$ cat src/rtl/capture_buffer_reader.sv
// capture_buffer_reader: reads a frozen circular capture buffer out in time
// order, starting PRETRIG words before the trigger address, and streams the
// words over a valid/ready interface. After the last word it raises
// capture_ready and holds it until capture_valid is withdrawn.
module capture_buffer_reader #(
  parameter int DEPTH   = 4,
  parameter int DATA_W  = 16,
  parameter int PRETRIG = 0
) (
  input  logic              clk,
  input  logic              rst_n,
  input  logic              capture_valid,
  output logic              capture_ready,
  input  logic [DEPTH:0]    trig_addr,
  output logic              rd_en,
  output logic [DEPTH:0]    rd_addr,
  input  logic [DATA_W-1:0] rd_data,
  output logic [DATA_W-1:0] out_data,
  output logic              out_valid,
  input  logic              out_ready,
  output logic              out_last,
  output logic              busy
);

  localparam int AW = DEPTH + 1;
  localparam int CW = DEPTH + 2;
  // Count value of the final word of a capture (N-1).
  localparam logic [CW-1:0] LAST_CNT = CW'((2 ** AW) - 1);
  localparam logic [AW-1:0] PRE_OFF  = AW'(PRETRIG);

  typedef enum logic [2:0] {
    S_IDLE    = 3'd0,
    S_FETCH   = 3'd1,
    S_WAIT    = 3'd2,
    S_PRESENT = 3'd3,
    S_ACK     = 3'd4
  } state_t;

  state_t        state_r, state_s;
  logic [AW-1:0] addr_r,  addr_s;
  logic [CW-1:0] cnt_r,   cnt_s;

  // Next-state, next read address and next word count.
  always_comb begin
    state_s = state_r;
    addr_s  = addr_r;
    cnt_s   = cnt_r;
    case (state_r)
      S_IDLE: begin
        if (capture_valid) begin
          // Natural wrap of the subtraction gives the circular start address.
          addr_s  = trig_addr - PRE_OFF;
          cnt_s   = {CW{1'b0}};
          state_s = S_FETCH;
        end else begin
          state_s = S_IDLE;
        end
      end
      S_FETCH: begin
        state_s = S_WAIT;
      end
      S_WAIT: begin
        state_s = S_PRESENT;
      end
      S_PRESENT: begin
        if (out_ready) begin
          if (cnt_r == LAST_CNT) begin
            state_s = S_ACK;
          end else begin
            addr_s  = addr_r + AW'(1);
            cnt_s   = cnt_r + CW'(1);
            state_s = S_FETCH;
          end
        end else begin
          state_s = S_PRESENT;
        end
      end
      S_ACK: begin
        if (!capture_valid) begin
          state_s = S_IDLE;
        end else begin
          state_s = S_ACK;
        end
      end
      default: begin
        state_s = S_IDLE;
      end
    endcase
  end

  // State, address and count registers.
  always_ff @(posedge clk or negedge rst_n) begin
    if (!rst_n) begin
      state_r <= S_IDLE;
      addr_r  <= {AW{1'b0}};
      cnt_r   <= {CW{1'b0}};
    end else begin
      state_r <= state_s;
      addr_r  <= addr_s;
      cnt_r   <= cnt_s;
    end
  end

  // Registered outputs, decoded from the state being entered so that each
  // output is aligned with its state without any combinational output path.
  always_ff @(posedge clk or negedge rst_n) begin
    if (!rst_n) begin
      rd_en         <= 1'b0;
      rd_addr       <= {AW{1'b0}};
      out_data      <= {DATA_W{1'b0}};
      out_valid     <= 1'b0;
      out_last      <= 1'b0;
      capture_ready <= 1'b0;
      busy          <= 1'b0;
    end else begin
      rd_en         <= (state_s == S_FETCH);
      out_valid     <= (state_s == S_PRESENT);
      out_last      <= (state_s == S_PRESENT) && (cnt_s == LAST_CNT);
      capture_ready <= (state_s == S_ACK);
      busy          <= (state_s != S_IDLE);
      if (state_s == S_FETCH) begin
        rd_addr <= addr_s;
      end else begin
        rd_addr <= rd_addr;
      end
      // Memory returns data one cycle after the strobe, i.e. during WAIT.
      if (state_r == S_WAIT) begin
        out_data <= rd_data;
      end else begin
        out_data <= out_data;
      end
    end
  end

endmodule

$ cat config.mk
export PLATFORM = sky130hd
export DESIGN_NAME = capture_buffer_reader
export DESIGN_NICKNAME = d
export VERILOG_FILES = /design/src/rtl/capture_buffer_reader.sv
export SDC_FILE = /design/constraint.sdc
export NUM_CORES = 1
export LEC_CHECK = 0
export CAP_MARGIN = 20
export CORE_ASPECT_RATIO = 0.8
export CORE_MARGIN = 1
export CORE_UTILIZATION = 51
export DETAILED_ROUTE_END_ITERATION = 8
export PLACE_DENSITY_LB_ADDON = 0.3
export SLEW_MARGIN = 20
export SYNTH_ARGS = -nofsm -noshare
export SYNTH_HDL_FRONTEND = slang
export SYNTH_SLANG_ARGS = --single-unit
$ cat constraint.sdc
create_clock -name clk -period 3.45 [get_ports clk]
set_input_delay 0.69 -clock clk [delete_from_list [all_inputs] [get_ports clk]]
set_output_delay 0.69 -clock clk [all_outputs]
set_load 0.02 [all_outputs]
==> results of run 1 <==
-- through the flow --
stage / hold slack [ns] / instances / util, %
floorplan: 0.394 / 154 / -
global placement: 0.471 / 239 / 72.6
detailed placement: 0.479 / 239 / 72.6
CTS: 0.501 / 247 / 76.0
global route: 0.519 / 247 / 76.0
finish: 0.495 / 247 / 76.0
-- placed cells by master, fill, tap and decap left out, types with 3 or more instances in the layout --
cell type / n
sky130_fd_sc_hd__a21o_1: 3
sky130_fd_sc_hd__a21oi_1: 6
sky130_fd_sc_hd__and3_1: 5
sky130_fd_sc_hd__clkbuf_8: 5
sky130_fd_sc_hd__clkdlybuf4s50_1: 49
sky130_fd_sc_hd__dfrtp_1: 40
sky130_fd_sc_hd__inv_1: 3
sky130_fd_sc_hd__mux2_2: 18
sky130_fd_sc_hd__nand2_1: 9
sky130_fd_sc_hd__nand3_1: 3
sky130_fd_sc_hd__nand4_1: 3
sky130_fd_sc_hd__nor2_1: 9
sky130_fd_sc_hd__nor3_1: 4
sky130_fd_sc_hd__o21ai_0: 8
-- metal layers --
layer / GRT usage, % / vias up
li1: - / 677
met2: 36.6 / 63
met4: 7.44 / 0
met5: 0 / -
met3: 5.79 / 7
met1: 33.3 / 730
-- power breakdown --
group | switching, µW | internal (µW) | total, µW
Clock | 161 | 215 | 376
Combinational | 506 | 520 | 1030
Sequential | 161 | 666 | 827
-- cell families (layout without fill, tap and decap cells) --
family | Yosys count | in the layout
mux | 20 | 20
simple gates | 47 | 47
xor+xnor | 2 | 2
fa+ha+maj | 2 | 2
buf+inv | 10 | 63
flops | 40 | 40
compound gates | 33 | 33
-- final cells by class --
cell class | instances | area (µm²)
Fill cell | 226 | 774
Sequential cell | 40 | 1000
Clock inverter | 2 | 35.0
Timing Repair Buffer | 52 | 510
Inverter | 3 | 11.3
Tap cell | 40 | 50.0
Clock buffer | 6 | 72.6
Multi-Input combinational cell | 104 | 766
-- final timing paths --
check,depth (start not counted),slack [ns],startpoint,end
hold / removal,1,0.49,rd_addr[0],rd_addr[0]
max in group asynchronous,1,2.40,rst_n,cnt_r[2]
min in group asynchronous,1,0.51,rst_n,busy
setup / recovery,6,0.99,capture_valid,out_last
hold reg to reg,1,0.49,rd_addr[0],rd_addr[0]
setup reg to reg,6,1.22,cnt_r[0],rd_addr[2]
-- state kept, by name, indices dropped and copies added (netlist names) --
register       cells
addr_r             5
rd_en              1
capture_ready      1
busy               1
out_data          16
state_r            3
out_valid          1
rd_addr            5
out_last           1
cnt_r              6
-- worst register-to-register path: cells and delay by family (launching register included) --
kind                     cells  cell delay (ns)
multiplexers                 1             0.29
flip-flops                   1             0.47
AND/OR/NAND/NOR              1             0.28
AO/OA/AOI/OAI                3             0.77
adder cells (fa/ha/maj)      1             0.31
==> results.md, run 1 <==
* Die Span X at 68.6 µm
* Most common cell in the netlist: sky130_fd_sc_hd__dfrtp_1
* Final HPWL DP at 2790 µm
* Critical Path Sink Type: flip-flop
* Total wire length at 3960 µm
* Post-cts sizing count at 0
* Summed instance area of the synthesized netlist at 1810 µm²
* Crit-path max FO at 7
* Starting density of the core at 56.2%
* Area Overhead vs Synth at 35.2%
* Top cell types by occurrence after synthesis: sky130_fd_sc_hd__dfrtp_1, sky130_fd_sc_hd__mux2_2, sky130_fd_sc_hd__nand2_1, sky130_fd_sc_hd__nor2_1, sky130_fd_sc_hd__o21ai_0
* Max-cap violation count at 0
* PD cells at 911 nW/µm²
* Leakage dissipation at just over 0.001 µW
* Count of endpoints failing setup in the final report at 0
* Post-detailed-route via-to-cell ratio at 5.98
* Critical Path Max Stage Delay at between 0.6 and 0.7 ns
* Number of H-tree branching levels at 2
* Flip-flop and latch count after synthesis at 40
* Syn Nets at 181
* Overall power after layout at 2230 µW
* GRT Total Usage at 24.0%
* Number of iterations in the first detailed-routing pass at 4
* Slowest cell on the critical path: sky130_fd_sc_hd__or4b_1
* Count of input and output buffers at 50
* Synthesized netlist cell count at roughly 150
* Run status: finished clean
* Clock transition at the registers of the reported paths at 0.07 ns
* Critical Path Source Type: primary input
* M1 wire length at approximately 1700 µm
* Compound-cell area share of the yosys netlist at 12.6%
* Setup bufs post-CTS at 0
* Uppermost metal layer occupied by signal nets: met4
* Critical path class: in -> reg
* Largest net degree at the start of global routing at 41
* Crit path DAT at approximately 2.7 ns
* Synth Area in Simple Gates at 15.1%
* Antenna cell count at 0
* # nets final at 233
* Number of primary I/O pins at 51
* Share of Yosys cell area claimed by the top area cell type at 55.3%
* Die Y at 55.3 µm
* Combinational family with the most area after synthesis: simple AND/OR/NAND/NOR gates
* Detailed-route wire length per cell at approximately 16 µm
* First-pass GRT wire length at around 6700 µm
* Share of synthesized flip-flops with an asynchronous set or reset at 100%
* Ranking of synthesized cells by area: sky130_fd_sc_hd__dfrtp_1, sky130_fd_sc_hd__mux2_2, sky130_fd_sc_hd__o21ai_0, sky130_fd_sc_hd__nand2_1, sky130_fd_sc_hd__nor2_1
* Number of antenna violations at the first check in global routing at 0
* Number of DRC markers after the initial detailed-route iteration at ~120
* Worst path bufs/invs at 1
* Sequential element share of the synthesized area at 55.3%
* Critical path's top delay family: simple AND/OR/NAND/NOR gates
* Distinct cell type count after synthesis at 41
* TritonCTS buffer count at 5
* Fin area at 2450 µm²
* Multiplexer area fraction after synthesis at around an eighth
* Detail Route Antenna Nets at 0
* Worst-case clock skew at 0.00663 ns
* Total negative slack for setup checks at 0 ns
* Max-slew headroom at the worst pin at ~42%
* Peak supply drop at 0.000576 V
* Clock latency of the later-clocked register in the worst-skew pair at 0.29 ns
* Fraction of final layout cells sized beyond drive strength 1 at between 10% and 20%
* CP Cell Sequence: clkdlybuf4s50_1 > or4b_1 > and3_1 > a31oi_1 > o41ai_1 > nor4b_2
* Final weighted congestion of routability-driven global placement at 0.862
* Count of vias placed by the detailed router at roughly 1500
* Total congestion overflow at 0
* Number of remaining DRC errors at 0
* EDFF count, synth at 0
* Xor and xnor fraction of the mapped netlist area at 0.968%
* WP data required at 3.65 ns
* FMAX at 0.407 GHz
* Via count of the first global-routing pass at 1429
* Core Area at roughly 3200 µm²
* Path category of the worst min-delay check: reg -> reg
* Unrepaired setup endpoints after global routing: false
* Wire length on met3 at 252 µm
* Post-place instance area at 2340 µm²
* Hold-fix buffer count after cts at 0
* Fin. Hold Viols at 0
* Worst setup margin at 0.990 ns
* WL met2 at roughly 1900 µm
* Cell type with the largest total area after synthesis: sky130_fd_sc_hd__dfrtp_1
* Actual transition at the worst max-transition pin at 0.867 ns
* Total die area at about 3800 µm²
* Yosys Warn Count at 0
* Number of cell rows at 18
* Maximum count of clock buffers along a single path at 2
* Clock tree from TritonCTS: built
* Predominant post-synthesis flop cell: sky130_fd_sc_hd__dfrtp_1
* Clock period minus worst slack at 2.46 ns
* DP Worst Slack at 0.723 ns
* CTS Sinks at 40
* Cell chosen for the clock root: sky130_fd_sc_hd__clkbuf_8
* Total count of max-transition violations in the final report at 0
* Area share of fa/ha/maj cells after synthesis at 1.38%
* Ratio of final minimum period to clock period at 71.3%
* Average cell area after synthesis at 11.7 µm²
Note: power is estimated with default switching activity, not from simulation.
==> run 2: changes to the inputs <==
Settings changed: CORE_UTILIZATION 51 to 47.
Clock period 3.45 ns to 2.4 ns, I/O delays scaled along.
==> results.md, run 2 (synthesis results as in run 1) <==
* Run status: finished with violations
* Violations in the final reports: design-rule violations
* Clock tree from TritonCTS: built
* Worst path bufs/invs at 1
* Capture instance of the worst register-to-register path: out_last
* Detail Route Antenna Nets at 0
* Number of DRC markers after the initial detailed-route iteration at 61
* Critical Path Sink Type: flip-flop
* Detailed-route wire length per cell at 16.3 µm
* Number of H-tree branching levels at 2
* Total negative slack for setup checks at 0 ns
* Crit path DAT at 2.40 ns
* Register-to-Register Setup Slack at 0.20 ns
* Register bank with the most flops: out_data
* Path category of the worst min-delay check: in -> async
* Via count of the first global-routing pass at 1471
* Die Y at 57.5 µm
* Die Span X at 71.4 µm
* Actual transition at the worst max-transition pin at 0.871 ns
* Max-slew headroom at the worst pin at 41.9%
* Peak supply drop at 0.000910 V
* Final HPWL DP at approximately 3000 µm
* Count of vias placed by the detailed router at 1483
* Starting density of the core at between 50% and 60%
* Unrepaired setup endpoints after global routing: false
* Slowest cell on the critical path: sky130_fd_sc_hd__or4b_1
* Post-detailed-route via-to-cell ratio at 5.84
* Cells after DPL at approximately 250
* Top Registers: out_data (16), cnt_r (6)
* Critical Path Source Type: primary input
* Clock latency of the later-clocked register in the worst-skew pair at 0.30 ns
* Core Area at about 3500 µm²
* Maximum count of clock buffers along a single path at 2
* DP Worst Slack at -0.0515 ns
* # nets final at 238
* Ratio of final minimum period to clock period at 91.9%
* First-pass GRT wire length at between 6000 and 7000 µm
* Final weighted congestion of routability-driven global placement at between 0.8 and 0.9
* Uppermost metal layer occupied by signal nets: met4
* Fraction of final layout cells sized beyond drive strength 1 at between 10% and 20%
* WP data required at ~2.6 ns
* Setup bufs post-CTS at 0
* Cell chosen for the clock root: sky130_fd_sc_hd__clkbuf_8
* Critical path class: in -> reg
* Antenna cell count at 0
* Max-cap violation count at 0
* Crit Reg-Reg Startpoint: cnt_r[0]
* PD cells at 1310 nW/µm²
* Overall power after layout at approximately 3300 µW
* Wire length on met3 at 254 µm
* FMAX at 0.454 GHz
* Number of antenna violations at the first check in global routing at 0
* Filler cell count in the final layout at 244
* Clock period minus worst slack at 2.20 ns
* Number of cell rows at 19
* Fin. Hold Viols at 0
* TritonCTS buffer count at 5
* Flip-flop count of the largest register, all copies and words added at 16
* Logic depth of the worst register-to-register path at 6
* Worst setup margin at between 0.15 and 0.2 ns
* WL met2 at 2060 µm
* Number of primary I/O pins at 51
* Total wire length at 4150 µm
* Commonest cells after routing, fill and taps aside: sky130_fd_sc_hd__clkdlybuf4s50_1, sky130_fd_sc_hd__dfrtp_1, sky130_fd_sc_hd__mux2_2
* Post-Layout Cell Count at 254
* CP Cell Sequence: clkdlybuf4s50_1 > or4b_1 > and3_1 > a31oi_1 > o41ai_1 > nor4b_2
* Total congestion overflow at 0
* Total die area at 4100 µm²
* Worst-case clock skew at 0.00755 ns
* Post-cts sizing count at 0
* Crit-path max FO at 7
* Total count of max-transition violations in the final report at 0
* Number of iterations in the first detailed-routing pass at 6
* Critical path's top delay family: simple AND/OR/NAND/NOR gates
* Count of endpoints failing setup in the final report at 0
* CTS Sinks at 40
* Most common library cell in the layout ignoring fill and taps: sky130_fd_sc_hd__clkdlybuf4s50_1
* Leakage dissipation at 0.00106 µW
* Clock transition at the registers of the reported paths at ~0.08 ns
* M1 wire length at 1790 µm
* Hold-fix buffer count after cts at 0
* Critical Path Max Stage Delay at ~0.6 ns
* GRT Total Usage at between 20% and 30%
* Area Overhead vs Synth at 37.4%
* Number of remaining DRC errors at 2
* Largest net degree at the start of global routing at 41
* Count of input and output buffers at 50
==> run 2: cell types whose count changed in the layout (fill, tap and decap cells not counted) <==
cell,change
sky130_fd_sc_hd__buf_4,+5
sky130_fd_sc_hd__o311ai_0,-1
sky130_fd_sc_hd__o311ai_1,+1
==> run 2: area by class of cell <==
cell class,instances,area [µm²],share of cell area (%)
clock buffer,6,72.6,2.92
clock inverter,2,35.0,1.41
inverter,3,11.3,0.453
multi-input combinational,104,766,30.8
sequential,40,1000,40.3
tap,42,52.6,2.11
timing repair buffer,57,548,22.0
==> run 2: metrics by stage <==
step / area, µm² / util (%) / hold slack, ns
3_5_place_dp: 2380 / 67.1 / 0.479
6_report: 2490 / 70.2 / 0.293
2_1_floorplan: 1810 / - / 0.184
3_3_place_gp: 2380 / 67.1 / 0.470
5_1_grt: 2490 / 70.2 / 0.379
4_1_cts: 2490 / 70.2 / 0.321
==> run 2: worst max path at each step <==
stage	cells past startpoint	endpoint	start	slack [ns]
6_report	6	out_last	capture_valid	0.20
5_1_grt	6	out_last	cnt_r[0]	0.09
4_1_cts	6	rd_addr[2]	cnt_r[0]	0.19
3_5_place_dp	6	out_last	capture_valid	-0.05
3_3_place_gp	6	out_last	capture_valid	0.04
2_1_floorplan	7	rd_addr[2]	cnt_r[0]	0.35
==> run 2: report_power, final <==
part | total (µW) | switching, µW | leakage [µW] | internal [µW]
clock network | 539 | 231 | 0.0000552 | 308
registers | 1170 | 211 | 0.000489 | 959
logic | 1540 | 768 | 0.000521 | 775
total | 3250 | 1210 | 0.00106 | 2040
==> run 2: per-layer routing <==
metal / vias to the layer above / global-route usage (%)
met5: - / 0
met4: 0 / 6.86
met3: 5 / 6.01
met2: 59 / 38.1
met1: 732 / 28.7
li1: 687 / -
